**config.mk**
```make
export PLATFORM = sky130hd
export DESIGN_NAME = expu_accumulator
export DESIGN_NICKNAME = d
export VERILOG_FILES = /design/src/rtl/expu_accumulator.sv
export SDC_FILE = /design/constraint.sdc
export NUM_CORES = 1
export LEC_CHECK = 0
export ABC_CLOCK_PERIOD_IN_PS = 6830
export BUFFER_PORTS_ARGS = -buffer_cell sky130_fd_sc_hd__buf_4
export CORE_ASPECT_RATIO = 0.5
export CORE_UTILIZATION = 25
export DETAILED_ROUTE_END_ITERATION = 16
export PLACE_DENSITY = 0.51
export SYNTH_ARGS = -nofsm -noshare
export SYNTH_HDL_FRONTEND = slang
export SYNTH_SLANG_ARGS = --single-unit
export TNS_END_PERCENT = 20
```
**constraint.sdc**
```tcl
create_clock -name clk_i -period 6.83 [get_ports clk_i]
set_input_delay 1.366 -clock clk_i [delete_from_list [all_inputs] [get_ports clk_i]]
set_output_delay 1.366 -clock clk_i [all_outputs]
set_load 0.01 [all_outputs]
```
**src/rtl/expu_accumulator.sv**
```systemverilog
// expu_accumulator: streaming bfloat16-style group accumulator.
//
// Sums the magnitudes of a group of floating-point beats (closed by last_i)
// with a widened internal mantissa, then presents the rounded sum and the
// saturating beat count behind a valid/ready handshake.
//
// Optional feature macro: EXPU_ACC_RNE_EN
//   defined   -> output is rounded to nearest, ties to even
//   undefined -> output is truncated
//
// Ports:
//   clk_i, rst_ni       clock, synchronous active-low reset
//   clear_i             synchronous abort of the current group / pending result
//   valid_i, ready_o    input beat handshake (ready_o high only while accumulating)
//   float_i, last_i     {sign, exp, mant} beat and group terminator
//   valid_o, ready_i    result handshake
//   sum_o, count_o      registered group sum (sign always 0) and beat count
module expu_accumulator #(
    parameter int unsigned EXPONENT_BITS     = 8,
    parameter int unsigned MANTISSA_BITS     = 7,
    parameter int unsigned ACC_MANTISSA_BITS = 16,
    parameter int unsigned COUNT_WIDTH       = 16
) (
    input  logic                                 clk_i,
    input  logic                                 rst_ni,
    input  logic                                 clear_i,
    input  logic                                 valid_i,
    output logic                                 ready_o,
    input  logic [EXPONENT_BITS+MANTISSA_BITS:0] float_i,
    input  logic                                 last_i,
    output logic                                 valid_o,
    input  logic                                 ready_i,
    output logic [EXPONENT_BITS+MANTISSA_BITS:0] sum_o,
    output logic [COUNT_WIDTH-1:0]               count_o
);

    localparam int unsigned ExpW  = EXPONENT_BITS;
    localparam int unsigned ManW  = MANTISSA_BITS;
    localparam int unsigned AccW  = ACC_MANTISSA_BITS;
    localparam int unsigned CntW  = COUNT_WIDTH;
    localparam int unsigned DropW = AccW - ManW;
    localparam int unsigned SumW  = ExpW + ManW + 1;

    typedef enum logic [0:0] {StAcc, StOut} state_e;

    state_e            st_q, st_d;
    logic [ExpW-1:0]   acc_exp_q, acc_exp_d;
    logic [AccW-1:0]   acc_man_q, acc_man_d;
    logic [CntW-1:0]   count_q, count_d;
    logic [SumW-1:0]   sum_q, sum_d;

    // Input fields; the sign bit is deliberately ignored.
    logic [ExpW-1:0]   in_exp;
    logic [ManW-1:0]   in_man;
    logic              in_zero, in_inf, acc_zero, acc_inf;

    assign in_exp   = float_i[SumW-2:ManW];
    assign in_man   = float_i[ManW-1:0];
    assign in_zero  = (in_exp == '0);
    assign in_inf   = (in_exp == '1);
    assign acc_zero = (acc_exp_q == '0);
    assign acc_inf  = (acc_exp_q == '1);

    // Alignment of the two significands (hidden bit included).
    logic [AccW:0]     acc_full, in_full, big_full, small_full, small_shift;
    logic [ExpW-1:0]   big_exp, exp_diff;
    logic [AccW+1:0]   sum_wide;
    logic              acc_ge;

    assign acc_full    = {1'b1, acc_man_q};
    assign in_full     = {1'b1, in_man, {DropW{1'b0}}};
    assign acc_ge      = (acc_exp_q >= in_exp);
    assign big_full    = acc_ge ? acc_full : in_full;
    assign small_full  = acc_ge ? in_full : acc_full;
    assign big_exp     = acc_ge ? acc_exp_q : in_exp;
    assign exp_diff    = acc_ge ? (acc_exp_q - in_exp) : (in_exp - acc_exp_q);
    // Beyond AccW positions the smaller operand vanishes entirely.
    assign small_shift = (32'(exp_diff) > AccW) ? '0 : (small_full >> exp_diff);
    assign sum_wide    = {1'b0, big_full} + {1'b0, small_shift};

    // Accumulator value after adding the current beat.
    logic [ExpW-1:0]   add_exp;
    logic [AccW-1:0]   add_man;

    always_comb begin
        add_exp = acc_exp_q;
        add_man = acc_man_q;
        if (acc_inf || in_inf) begin
            add_exp = '1;
            add_man = '0;
        end else if (in_zero) begin
            add_exp = acc_exp_q;
            add_man = acc_man_q;
        end else if (acc_zero) begin
            add_exp = in_exp;
            add_man = {in_man, {DropW{1'b0}}};
        end else begin
            if (sum_wide[AccW+1]) begin
                add_exp = big_exp + ExpW'(1);
                add_man = sum_wide[AccW:1];
            end else begin
                add_exp = big_exp;
                add_man = sum_wide[AccW-1:0];
            end
            if (add_exp == '1) begin
                add_man = '0;
            end
        end
    end

    // Reduction of the accumulator to the output format.
    logic [ExpW-1:0]   conv_exp;
    logic [ManW-1:0]   conv_man;
    logic [SumW-1:0]   conv_sum;

`ifdef EXPU_ACC_RNE_EN
    localparam logic [DropW-1:0] LowMask = {DropW{1'b1}} >> 1;
    logic              guard_bit, sticky_bit, round_up;
    logic [ManW:0]     rnd_man;

    always_comb begin
        guard_bit  = add_man[DropW-1];
        sticky_bit = |(add_man[DropW-1:0] & LowMask);
        round_up   = guard_bit & (sticky_bit | add_man[DropW]);
        rnd_man    = {1'b0, add_man[AccW-1:DropW]} + {{ManW{1'b0}}, round_up};
        // A mantissa carry leaves the fraction at zero; at the top exponent that is inf.
        conv_exp   = rnd_man[ManW] ? (add_exp + ExpW'(1)) : add_exp;
        conv_man   = rnd_man[ManW-1:0];
    end
`else
    always_comb begin
        conv_exp = add_exp;
        conv_man = add_man[AccW-1:DropW];
    end
`endif

    assign conv_sum = (add_exp == '0) ? '0 : {1'b0, conv_exp, conv_man};

    // Next-state and handshake outputs.
    always_comb begin
        st_d      = st_q;
        acc_exp_d = acc_exp_q;
        acc_man_d = acc_man_q;
        count_d   = count_q;
        sum_d     = sum_q;
        ready_o   = (st_q == StAcc);
        valid_o   = (st_q == StOut);
        if (clear_i) begin
            st_d      = StAcc;
            acc_exp_d = '0;
            acc_man_d = '0;
            count_d   = '0;
            sum_d     = '0;
        end else begin
            unique case (st_q)
                StAcc: begin
                    if (valid_i) begin
                        acc_exp_d = add_exp;
                        acc_man_d = add_man;
                        count_d   = (count_q == '1) ? count_q : (count_q + CntW'(1));
                        if (last_i) begin
                            st_d  = StOut;
                            sum_d = conv_sum;
                        end
                    end
                end
                StOut: begin
                    if (ready_i) begin
                        st_d      = StAcc;
                        acc_exp_d = '0;
                        acc_man_d = '0;
                        count_d   = '0;
                        sum_d     = '0;
                    end
                end
                default: st_d = StAcc;
            endcase
        end
    end

    always_ff @(posedge clk_i) begin
        if (!rst_ni) begin
            st_q      <= StAcc;
            acc_exp_q <= '0;
            acc_man_q <= '0;
            count_q   <= '0;
            sum_q     <= '0;
        end else begin
            st_q      <= st_d;
            acc_exp_q <= acc_exp_d;
            acc_man_q <= acc_man_d;
            count_q   <= count_d;
            sum_q     <= sum_d;
        end
    end

    assign sum_o   = sum_q;
    assign count_o = count_q;

endmodule

```
Word-level counts from Yosys, hierarchy flattened. Cells that the tools add are included.

Bits in registers: 57. Bits in latches: 0. Memory bits (writable): 0. Memory bits (read-only): 0. Input bits: 22. Word-level logic and storage cells: 68. Memories kept: 0.

Add/sub/neg operators: 5. Multipliers: 0. Div/mod/pow operators: 0. $lt $le $gt $ge: 2. Equal/unequal tests: 9. Shift operators: 1. Muxes and demuxes: 34. Bitwise gates (word level): 2. Reduce and logical (&&, ||, !) cells: 9.

Operators by type and width (count): $mux W16 (13); $pmux W16 S2 (3); $mux W8 (11); $eq A8 B8 Y1 const B (3); $logic_not A8 Y1 (3); $add A17 B17 Y18 (1); $mux W17 (1); $shr A17 B8 Y17 (1); $add A16 B1 Y16 const B (1); $eq A16 B16 Y1 const B (1); $pmux W8 S2 (1); $sub A8 B8 Y8 (2); $mux W15 (1); $reduce_and A3 Y1 (3); $add A8 B1 Y8 const B (1); $ge A8 B8 Y1 (1); $gt A8 B5 Y1 const B (1); $ne A2 B2 Y1 const B (3); $mux W1 (3); $ne A3 B2 Y1 const B (1); $ne A2 B1 Y1 const B (1); $not A1 Y1 (2); $pmux W1 S2 (1); $reduce_and A2 Y1 (1); 2 further kinds (2).

Depth between registers and ports, before layout. Gate-level depths: netlist (run 1).

Word-level depth: 18. Depth in mapped cells: 32.

Worst setup path after synthesis (run 1). OpenSTA, ideal clock, no wires.

Path kind: input to register. Start point: in float_i[7]. End point: reg sum_q[2] (netlist: sum_o[2]). Library setup time: 0.131 ns. Data arrival time: 7.114 ns. Required time: 6.699 ns. Slack: -0.414 ns. Stages on the path: 29. Path buffers: 4. Cell sequence: ha_1 fa_1 and3b_4 o31ai_1 nand2_1 buf_2 buf_2 clkbuf_1 buf_2 mux2i_1 mux2i_1 nand2_1 o21ai_0 o2bb2ai_1 a221oi_1 a211oi_1 ha_1 nand3_1 a2bb2oi_1 a2111o_1 a31oi_1 nor2_1 nor2_1 o21ai_1 xor2_1 o31a_1 a21oi_1 nor4b_4 o31ai_1.

Cells in the longest elaborated chain, start to end: 18. Elaborated cells on any way between the ends: 33. Classes of those cells: 4 x add/sub; 2 x order compare; 2 x eq/ne; 1 x shift; 21 x mux; 3 x reduce/logical.

Ends and longest elaborated chain: start: declaration (RTL line 29) `input logic [EXPONENT_BITS+MANTISSA_BITS:0] float_i,`; $sub A8 B8 Y8 or $ge A8 B8 Y1 (tied branches) (RTL line 76, 72); $mux W8 or $mux W16 (tied branches) (RTL line 76, 74); $gt A8 B5 Y1 or $shr A17 B8 Y17 (tied branches) (RTL line 78) `assign small_shift = (32'(exp_diff) > AccW) ? '0 : (small_full >> exp_diff);`; $mux W17 (RTL line 78); $add A17 B17 Y18 (RTL line 79) `assign sum_wide = {1'b0, big_full} + {1'b0, small_shift};`; $mux W8 (RTL line 98) `if (sum_wide[AccW+1]) begin`; $mux W8 (RTL line 94) `end else if (acc_zero) begin`; $mux W8 (RTL line 91) `end else if (in_zero) begin`; [2 not listed]; $mux W16 (RTL line 105) `if (add_exp == '1) begin`; $mux W16 (RTL line 94); $mux W16 (RTL line 91); $mux W16 (RTL line 88) `if (acc_inf || in_inf) begin`; $mux W15 * (RTL line 137) `assign conv_sum = (add_exp == '0) ? '0 : {1'b0, conv_exp, conv_man};`; $mux W16 * (RTL line 161) `if (last_i) begin`; $mux W16 * (RTL line 157) `if (valid_i) begin`; $pmux W16 S2 * (RTL line 155) `unique case (st_q)`; end signal: assignment (RTL line 193) `sum_q <= sum_d;`; end: declaration (RTL line 50) `logic [SumW-1:0] sum_q, sum_d;`.

Mark *: on every way between the ends. The rest lies on a longest branch, timed or not. The select of a mux whose other input is x is not followed. A chain may end at the register's enable or synchronous reset.

Worst setup path after layout (run 1).
Start point: in float_i[8]. End point: reg acc_man_q[11].

Cells in the longest elaborated chain, start to end: 16. Elaborated cells on any way between the ends: 27. Classes of those cells: 4 x add/sub; 2 x order compare; 2 x eq/ne; 1 x shift; 16 x mux; 2 x reduce/logical.

Ends and longest elaborated chain: $sub A8 B8 Y8 or $ge A8 B8 Y1 (tied branches) (RTL line 76, 72); $mux W8 or $mux W16 (tied branches) (RTL line 76, 74); $gt A8 B5 Y1 or $shr A17 B8 Y17 (tied branches) (RTL line 78); $mux W17 (RTL line 78); $add A17 B17 Y18 (RTL line 79); $mux W8 (RTL line 98); $mux W8 (RTL line 94); $mux W8 (RTL line 91); $mux W8 (RTL line 88); $eq A8 B8 Y1 (RTL line 105); $mux W16 (RTL line 105); $mux W16 (RTL line 94); $mux W16 (RTL line 91); $mux W16 * (RTL line 88); $mux W16 * (RTL line 157); $pmux W16 S2 * (RTL line 155); end signal: assignment (RTL line 191) `acc_man_q <= acc_man_d;`; end: declaration (RTL line 48) `logic [AccW-1:0] acc_man_q, acc_man_d;`.

Marked as above.

==> flow_metrics.py, run 1 <==
metrics = {
    "clocking": {
        "clock_latency_ps": 320,
        "cts.sinks": 56,
        "ctsLongestPathBuffers": 2,
        "cts-root-buf": "clkbuf_16",
        "cts-hold-fix-buffers": 0,
        "clk_pin_slew_ps": 90,
        "cts_tree": "built",
        "htreeDepth": 2,
        "cts_buffers": 5,
    },
    "finish": {
        "multi_input_comb_area_um2": 4976,
        "syn_to_final_growth_pct": 50.84,
        "n_antenna_cell": 0,
        "layout.nets": 1115,
        "instances_no_fill": 1365,
        "stdcell_area_um2": 8823,
        "layout-drive-gt1-share_pct": 36.67,
        "fillers": 2346,
        "regArea_um2": 1121,
    },
    "detailed_routing": {
        "viasPerCell": 5.070,
        "wirelength_um": 21540,
        "drt_iter0_drc": 439,
        "num_vias": 6920,
        "ant_nets": 0,
        "drc": 0,
        "post_drt_wl_per_cell_um": 15.78,
        "firstDrtPassIters": 5,
    },
    "critical_path": {
        "crit_fanout": 7,
        "worstSetupPathType": "input pin to register",
        "r2r_slack_ps": 730,
        "crit_start": "float_i[8]",
        "cp_slowest_cell": "a2111o_1",
        "r2r_cells": 26,
        "crit_path_end_kind": "register",
        "cp-start-kind": "input pin",
        "r2r_end": "acc_man_q[11]",
        "r2r_start": "acc_exp_q[0]",
        "arrival_ps": 6960,
        "slowest_delay_ps": 480,
        "crit_top_cell": "buf_4",
        "required_ps": 7070,
    },
    "pwr": {
        "p_per_area_nw_per_um2": 135.5,
        "p_leak_nw": 3.721,
        "peakVddDrop_mv": 0.1014,
        "fin_total_pwr_mw": 1.196,
    },
    "synth": {
        "synth_seq_cells": 56,
        "yosysSeqAreaShare_pct": 19.17,
        "synth_common_cells": "nand2_1 (124), nor2_1 (107), a21oi_1 (59)",
        "yosys_most_used_dff": "dfxtp_1",
        "syn_area_per_cell_um2": 7.125,
        "ys_types": 84,
        "syn_area_um2": 5849,
        "synth_warnings": 0,
        "synth_top_area_share_pct": 19.17,
        "synth.most_common_cell": "nand2_1",
        "async_flop_share_pct": 0,
        "synth_edf_count": 0,
        "synth_area_leaders": "dfxtp_1 (19%), nand2_1 (8.0%), ha_1 (7.1%)",
        "syn-num-nets": 879,
        "yosysTopAreaCell": "dfxtp_1",
        "syn_inst": 821,
    },
    "sta": {
        "max_freq_mhz": 148.8,
        "finalSetupTns_ps": 0,
        "setup_viol": 0,
        "finalCritPeriodShare_pct": 98.43,
        "period_needed_ps": 6723,
        "rsz0062_at_grt": "yes",
        "drv_slew": 0,
        "relSlewSlack_pct": 35.19,
        "hold_viol": 0,
        "worstMarginPinSlew_ps": 968.5,
        "finalClockSkew_ps": 10.85,
    },
    "floorplanning": {
        "rows": 39,
        "ios": 56,
        "start_util_pct": 25.56,
        "chipWidth_um": 218.3,
        "die_y_um": 110.2,
        "core_um2": 22890,
        "dieArea_um2": 24050,
    },
    "flow_run": {
        "drv_cap": 0,
    },
    "min_path": {
        "min-delay-path-class": "register to register",
        "whs_path_depth": 2,
        "hold_start": "sum_o[5]",
        "min_to": "sum_o[5]",
    },
    "place": {
        "gp_congestion": 0.8993,
        "postPlaceCellArea_um2": 7874,
        "dp_hpwl_um": 16510,
        "portBuffers": 53,
        "place_inst": 1328,
    },
    "run_status": {
        "status": "finished, final reports clean",
    },
    "global_routing": {
        "grt_usage_pct": 17.42,
        "grt_antenna_before_repair": 0,
        "grt_first_pass_wirelength_um": 33330,
        "overflow": 0,
        "grt_pass1_vias": 6367,
        "grt_max_degree": 32,
    },
}
## worst max-delay path by stage
stage                                to  slack [ps]  cells past startpoint
after floorplan                sum_o[2]          30                     29
after global placement         sum_o[2]        -670                     28
after detailed placement       sum_o[2]        -740                     28
after CTS                      sum_o[2]         0.5                     28
after global routing           sum_o[2]        -140                     30
final                     acc_man_q[11]         110                     28
## placed cells by master, fill, tap and decap left out, drive strengths merged, types with 24 or more instances in the layout
master	instances
o21ai	48
inv	25
nand2	124
buf	269
nand3	31
ha	33
a21oi	59
dfxtp	56
mux2i	24
nor2	107
## cell type report
type / count / share of cell area (%)
multi-input cells: 700 / 56.40
repair buffers: 270 / 23.81
flip-flops and latches: 56 / 12.71
clock inverters: 3 / 0.2978
clock buffers: 5 / 1.418
inverters: 24 / 1.021
well taps: 307 / 4.353
## timing repair
item	CTS	global route
gates resized for setup	23	95
pin swaps	15	52
gates cloned	1	1
buffers inserted	9	18
endpoints found under the setup margin	33	32
## power breakdown
group | total [mW] | internal [mW] | switching, mW
clock | 0.289 | 0.140 | 0.149
sequential | 0.345 | 0.335 | 0.00998
combinational | 0.562 | 0.260 | 0.302
## logic make-up (layout without fill, tap and decap cells)
| group | count (synthesis) | in the layout | synth area share, % |
|---|---|---|---|
| fa+ha+maj | 36 | 36 | 8.086 |
| other cells | 1 | 1 | 0.06411 |
| flops | 56 | 56 | 19.17 |
| simple gates | 356 | 356 | 28.41 |
| buf+inv | 65 | 302 | 4.984 |
| compound gates | 246 | 246 | 29.26 |
| mux | 33 | 33 | 5.840 |
| xor+xnor | 28 | 28 | 4.192 |
## worst max-delay path: cells and delay by family
kind	cells	cell delay (ps)
AO/OA/AOI/OAI	16	3480
adder cells (fa/ha/maj)	2	520
buffers and inverters	5	580
AND/OR/NAND/NOR	3	340
multiplexers	2	650
## registers in the layout, indices dropped and copies added (netlist names)
| register | count |
|---|---|
| acc_man_q | 16 |
| sum_o | 15 |
| acc_exp_q | 8 |
| count_o | 16 |
| valid_o | 1 |
## layer usage
metal / track usage (%) / routed length (um) / vias to the layer above
met4: 4.096 / 288 / 0
met2: 27.26 / 9329 / 176
met3: 2.798 / 1151 / 23
li1: - / - / 3464
met5: 0 / 0 / -
met1: 24.86 / 10770 / 3257
## metrics by stage
step / setup WS, ps / hold slack [ps] / utilization (%)
after floorplan: 28.95 / 461.4 / -
after global placement: -673.8 / 435.6 / 34.40
after detailed placement: -744.4 / 439.7 / 34.40
after CTS: 0.5325 / 455.8 / 35.82
after global routing: -141.8 / 490.8 / 38.55
final: 107.4 / 454.6 / 38.55
Note: power is estimated with default switching activity, not from simulation.
==> run 2, diff against run 1 <==
CORE_UTILIZATION = 40   (was 25)
CTS_BUF_LIST = sky130_fd_sc_hd__clkbuf_16   (was not set)
PLACE_DENSITY = 0.69   (was 0.51)
SLEW_MARGIN = 15   (was not set)
==> flow_metrics.py, run 2 (same netlist as run 1, synthesis figures left out) <==
metrics = {
    "run_status": {
        "status": "finished with violations",
        "violations": "negative setup slack",
    },
    "finish": {
        "layout.nets": 1093,
        "final_common_cell": "buf_4",
        "final_util_pct": 61.19,
        "stdcell_area_um2": 8498,
        "layout-drive-gt1-share_pct": 35.14,
        "layout_common_cells": "buf_4 (241), nand2_1 (123), nor2_1 (98)",
        "n_antenna_cell": 0,
        "syn_to_final_growth_pct": 45.28,
    },
    "floorplanning": {
        "chipWidth_um": 173.0,
        "ios": 56,
        "rows": 30,
        "start_util_pct": 42.12,
        "die_y_um": 87.51,
        "core_um2": 13890,
        "dieArea_um2": 15140,
    },
    "clocking": {
        "cts-hold-fix-buffers": 0,
        "cts-root-buf": "clkbuf_16",
        "htreeDepth": 2,
        "cts_buffers": 5,
        "ctsLongestPathBuffers": 2,
        "clk_pin_slew_ps": 90,
        "clock_latency_ps": 310,
        "cts_tree": "built",
        "cts.sinks": 56,
    },
    "global_routing": {
        "grt_max_degree": 32,
        "grt_first_pass_wirelength_um": 32110,
        "grt_pass1_vias": 6463,
        "overflow": 0,
        "grt_usage_pct": 25.96,
        "grt_antenna_before_repair": 0,
    },
    "critical_path": {
        "required_ps": 7030,
        "cp_slowest_cell": "or3_4",
        "crit_path_end_kind": "register",
        "cp-start-kind": "input pin",
        "worstSetupPathType": "input pin to register",
        "crit_top_cell": "buf_4",
        "arrival_ps": 7030,
        "slowest_delay_ps": 400,
        "crit_fanout": 7,
    },
    "place": {
        "dp_hpwl_um": 15130,
        "gp_congestion": 0.9451,
        "portBuffers": 53,
        "postPlaceCellArea_um2": 7602,
        "pre_cts_ws_ps": -711.7,
    },
    "sta": {
        "finalCritPeriodShare_pct": 100.0,
        "worstMarginPinSlew_ps": 936.5,
        "drv_slew": 0,
        "relSlewSlack_pct": 37.34,
        "max_freq_mhz": 146.4,
        "hold_viol": 0,
        "setup_viol": 1,
        "rsz0062_at_grt": "yes",
        "layout_setup_ws_ps": -0.6333,
        "finalClockSkew_ps": 13.68,
        "period_needed_ps": 6831,
    },
    "pwr": {
        "peakVddDrop_mv": 0.1201,
        "fin_total_pwr_mw": 1.211,
        "p_per_area_nw_per_um2": 142.5,
        "p_leak_nw": 3.604,
    },
    "detailed_routing": {
        "drt_iter0_drc": 697,
        "viasPerCell": 5.831,
        "post_drt_wl_per_cell_um": 16.84,
        "ant_nets": 0,
        "drc": 0,
        "firstDrtPassIters": 5,
        "num_vias": 7161,
        "wirelength_um": 20690,
    },
    "flow_run": {
        "drv_cap": 0,
    },
    "min_path": {
        "min-delay-path-class": "register to register",
    },
}
## run 2: stage by stage
stage / hold slack, ps / setup TNS [ps] / cells
2_1_floorplan: 461.4 / 0 / 821
3_3_place_gp: 436.5 / -13410 / 1196
3_5_place_dp: 446.1 / -19390 / 1196
4_1_cts: 459.8 / 0 / 1208
5_1_grt: 474.5 / -1724 / 1228
6_report: 456.3 / -0.6333 / 1228
## run 2: metal layers
metal	wire length, um	share of wire [%]	up-vias	global-route usage, %
met1	9659	47	3388	35.62
met5	0	0	-	0
li1	-	-	3428	-
met4	488	2.4	0	7.643
met2	9080	44	291	42.30
met3	1457	7.0	54	4.188
## run 2: where the power goes
part           internal, mW  total [mW]  leakage [nW]  switching, mW
clock network         0.175       0.324        0.0840          0.148
registers             0.335       0.347         0.453         0.0119
logic                 0.243       0.541          3.07          0.297
## run 2: timing repair
| item | in CTS | in global routing |
|---|---|---|
| gates resized for setup | 20 | 90 |
| setup buffers | 4 | 19 |
| pin swaps | 7 | 42 |
| gates cloned | 0 | 1 |
| endpoints found under the setup margin | 34 | 37 |
## run 2: worst paths after layout
path | startpoint | end | slack, ps | cells after the start
setup / recovery | float_i[7] | acc_man_q[14] | -0.6 | 30
setup reg to reg | acc_exp_q[1] | acc_man_q[14] | 610 | 29
hold / removal | sum_o[3] | sum_o[3] | 460 | 2
hold reg to reg | sum_o[3] | sum_o[3] | 460 | 2
## run 2: final cells by class
cell class | count | area, um2
Inverter | 24 | 90.09
Timing Repair Buffer | 248 | 1919
Clock inverter | 3 | 47.55
Multi-Input combinational cell | 700 | 4955
Fill cell | 1198 | 5390
Sequential cell | 56 | 1121
Tap cell | 192 | 240.2
Clock buffer | 5 | 125.1
## run 2: worst max-delay path: cells and delay by family
family | cells | cell delay (ps)
AOI/OAI and AO/OA | 12 | 2360
and+or+nand+nor | 7 | 1180
adders and majority gates | 4 | 1050
buffers and inverters | 5 | 700
muxes | 1 | 200
xor gates and xnor gates | 1 | 170
==> run 3, diff against run 2 <==
ABC_AREA = 1   (was not set)
==> flow_metrics.py, run 3 <==
metrics = {
    "synth": {
        "syn-num-nets": 1110,
        "synth_compound_area_share_pct": 17.83,
        "syn_inst": 1052,
        "synth_top_area_share_pct": 19.81,
        "yosys_most_used_dff": "dfxtp_1",
        "synth_mux_area_share_pct": 1.145,
        "synth.most_common_cell": "nand2_1",
        "yosys.area_share.adder_pct": 7.727,
        "synth-simple-area-share_pct": 40.07,
        "synth_area_leaders": "nand2_1 (20%), dfxtp_1 (18%), inv_1 (8.3%)",
        "syn_area_per_cell_um2": 5.818,
        "synth_top_family_by_area": "simple AND/OR/NAND/NOR gates",
        "synth_seq_cells": 56,
        "yosysSeqAreaShare_pct": 18.32,
        "syn_area_um2": 6121,
        "yosysTopAreaCell": "nand2_1",
        "synth_common_cells": "nand2_1 (323), inv_1 (135), nor2_1 (100)",
        "synth_edf_count": 0,
        "ys_types": 47,
        "synth_warnings": 0,
        "async_flop_share_pct": 0,
        "synth_xor_area_share_pct": 2.862,
    },
    "finish": {
        "layout.nets": 1196,
        "stdcell_area_um2": 7228,
        "syn_to_final_growth_pct": 18.09,
        "n_antenna_cell": 0,
        "layout-drive-gt1-share_pct": 14.93,
        "instances_no_fill": 1337,
        "final_common_cell": "nand2_1",
        "fillers": 1499,
        "final_util_pct": 49.17,
        "layout_common_cells": "nand2_1 (322), inv_1 (136), buf_4 (114)",
    },
    "pwr": {
        "fin_total_pwr_mw": 1.209,
        "p_per_area_nw_per_um2": 167.3,
        "p_leak_nw": 3.429,
        "peakVddDrop_mv": 0.09610,
    },
    "detailed_routing": {
        "firstDrtPassIters": 6,
        "post_drt_wl_per_cell_um": 13.60,
        "viasPerCell": 5.135,
        "wirelength_um": 18180,
        "drc": 0,
        "ant_nets": 0,
        "drt_iter0_drc": 486,
        "num_vias": 6866,
    },
    "flow_run": {
        "drv_cap": 0,
    },
    "sta": {
        "drv_slew": 0,
        "finalSetupTns_ps": 0,
        "finalClockSkew_ps": 11.42,
        "fin_hold_ws_ps": 468.2,
        "layout_setup_ws_ps": 454.1,
        "relSlewSlack_pct": 22.26,
        "hold_viol": 0,
        "max_freq_mhz": 156.8,
        "worstMarginPinSlew_ps": 1162,
        "setup_viol": 0,
        "finalCritPeriodShare_pct": 93.35,
        "period_needed_ps": 6376,
    },
    "critical_path": {
        "cp-start-kind": "input pin",
        "cp_slowest_cell": "fa_1",
        "crit_fanout": 7,
        "arrival_ps": 6560,
        "crit_top_cell": "nand2_1",
        "worstSetupPathType": "input pin to register",
        "crit_path_end_kind": "register",
        "slowest_delay_ps": 400,
        "required_ps": 7020,
    },
    "floorplanning": {
        "chipWidth_um": 176.9,
        "core_um2": 14700,
        "start_util_pct": 41.64,
        "die_y_um": 89.47,
        "ios": 56,
        "rows": 31,
        "dieArea_um2": 15830,
    },
    "global_routing": {
        "grt_first_pass_wirelength_um": 29370,
        "grt_pass1_vias": 6012,
        "grt_antenna_before_repair": 0,
        "overflow": 0,
        "grt_max_degree": 41,
        "grt_usage_pct": 23.25,
    },
    "place": {
        "pre_cts_ws_ps": -42.50,
        "postPlaceCellArea_um2": 7036,
        "portBuffers": 53,
        "dp_hpwl_um": 14410,
        "gp_congestion": 0.9634,
        "place_inst": 1328,
    },
    "run_status": {
        "status": "finished, final reports clean",
    },
    "clocking": {
        "htreeDepth": 2,
        "cts.sinks": 56,
        "cts_tree": "built",
        "ctsLongestPathBuffers": 2,
        "clk_pin_slew_ps": 80,
        "cts-root-buf": "clkbuf_16",
        "clock_latency_ps": 310,
        "cts_buffers": 5,
    },
    "min_path": {
        "min-delay-path-class": "register to register",
    },
}
run 3: critical path: cells and delay by family:
kind                       cells  cell delay, ps
and+or+nand+nor               23            2480
AOI/OAI and AO/OA              6            1060
buffers and inverters          6             800
adders and majority gates      3             850
run 3: final cells by class:
| cell class | count | area [um2] | area share, % |
|---|---|---|---|
| clock buffers | 5 | 125.1 | 1.731 |
| well taps | 198 | 247.7 | 3.427 |
| inverters | 142 | 536.8 | 7.426 |
| flip-flops and latches | 56 | 1121 | 15.51 |
| repair buffers | 115 | 875.8 | 12.12 |
| clock inverters | 3 | 42.54 | 0.5885 |
| multi-input cells | 818 | 4279 | 59.20 |
run 3: metal layers:
layer  global-route usage [%]  part of all wire (%)  up-vias
li1                         -                     -     3569
met1                    31.46                    49     3109
met2                    39.17                    44      173
met3                    3.869                   6.2       15
met4                    4.624                  0.90        0
met5                        0                     0        -
run 3: final timing paths:
path / from / end / slack (ps) / depth (start not counted)
hold reg to reg: acc_man_q[14] / acc_man_q[14] / 470 / 2
setup reg to reg: acc_exp_q[0] / sum_o[3] / 1080 / 38
setup / recovery: float_i[7] / sum_o[3] / 450 / 38
hold / removal: acc_man_q[14] / acc_man_q[14] / 470 / 2
run 3: power by group:
part | switching, mW | leakage (nW) | internal, mW
Combinational | 0.347 | 2.89 | 0.208
Sequential | 0.0107 | 0.453 | 0.336
Clock | 0.134 | 0.0856 | 0.174
Total | 0.491 | 3.43 | 0.718
run 3: logic make-up (layout without fill, tap and decap cells):
logic type / Yosys count / after routing
compound gates: 194 / 194
flops: 56 / 56
buf+inv: 178 / 265
simple gates: 560 / 560
fa+ha+maj: 36 / 36
xor+xnor: 20 / 20
mux: 7 / 7
other cells: 1 / 1
run 3: repair_timing:
action                     CTS  global route
resized for setup            0             9
setup endpoints to repair    0            24
buffers inserted             0             1
hold buffers                 0             0
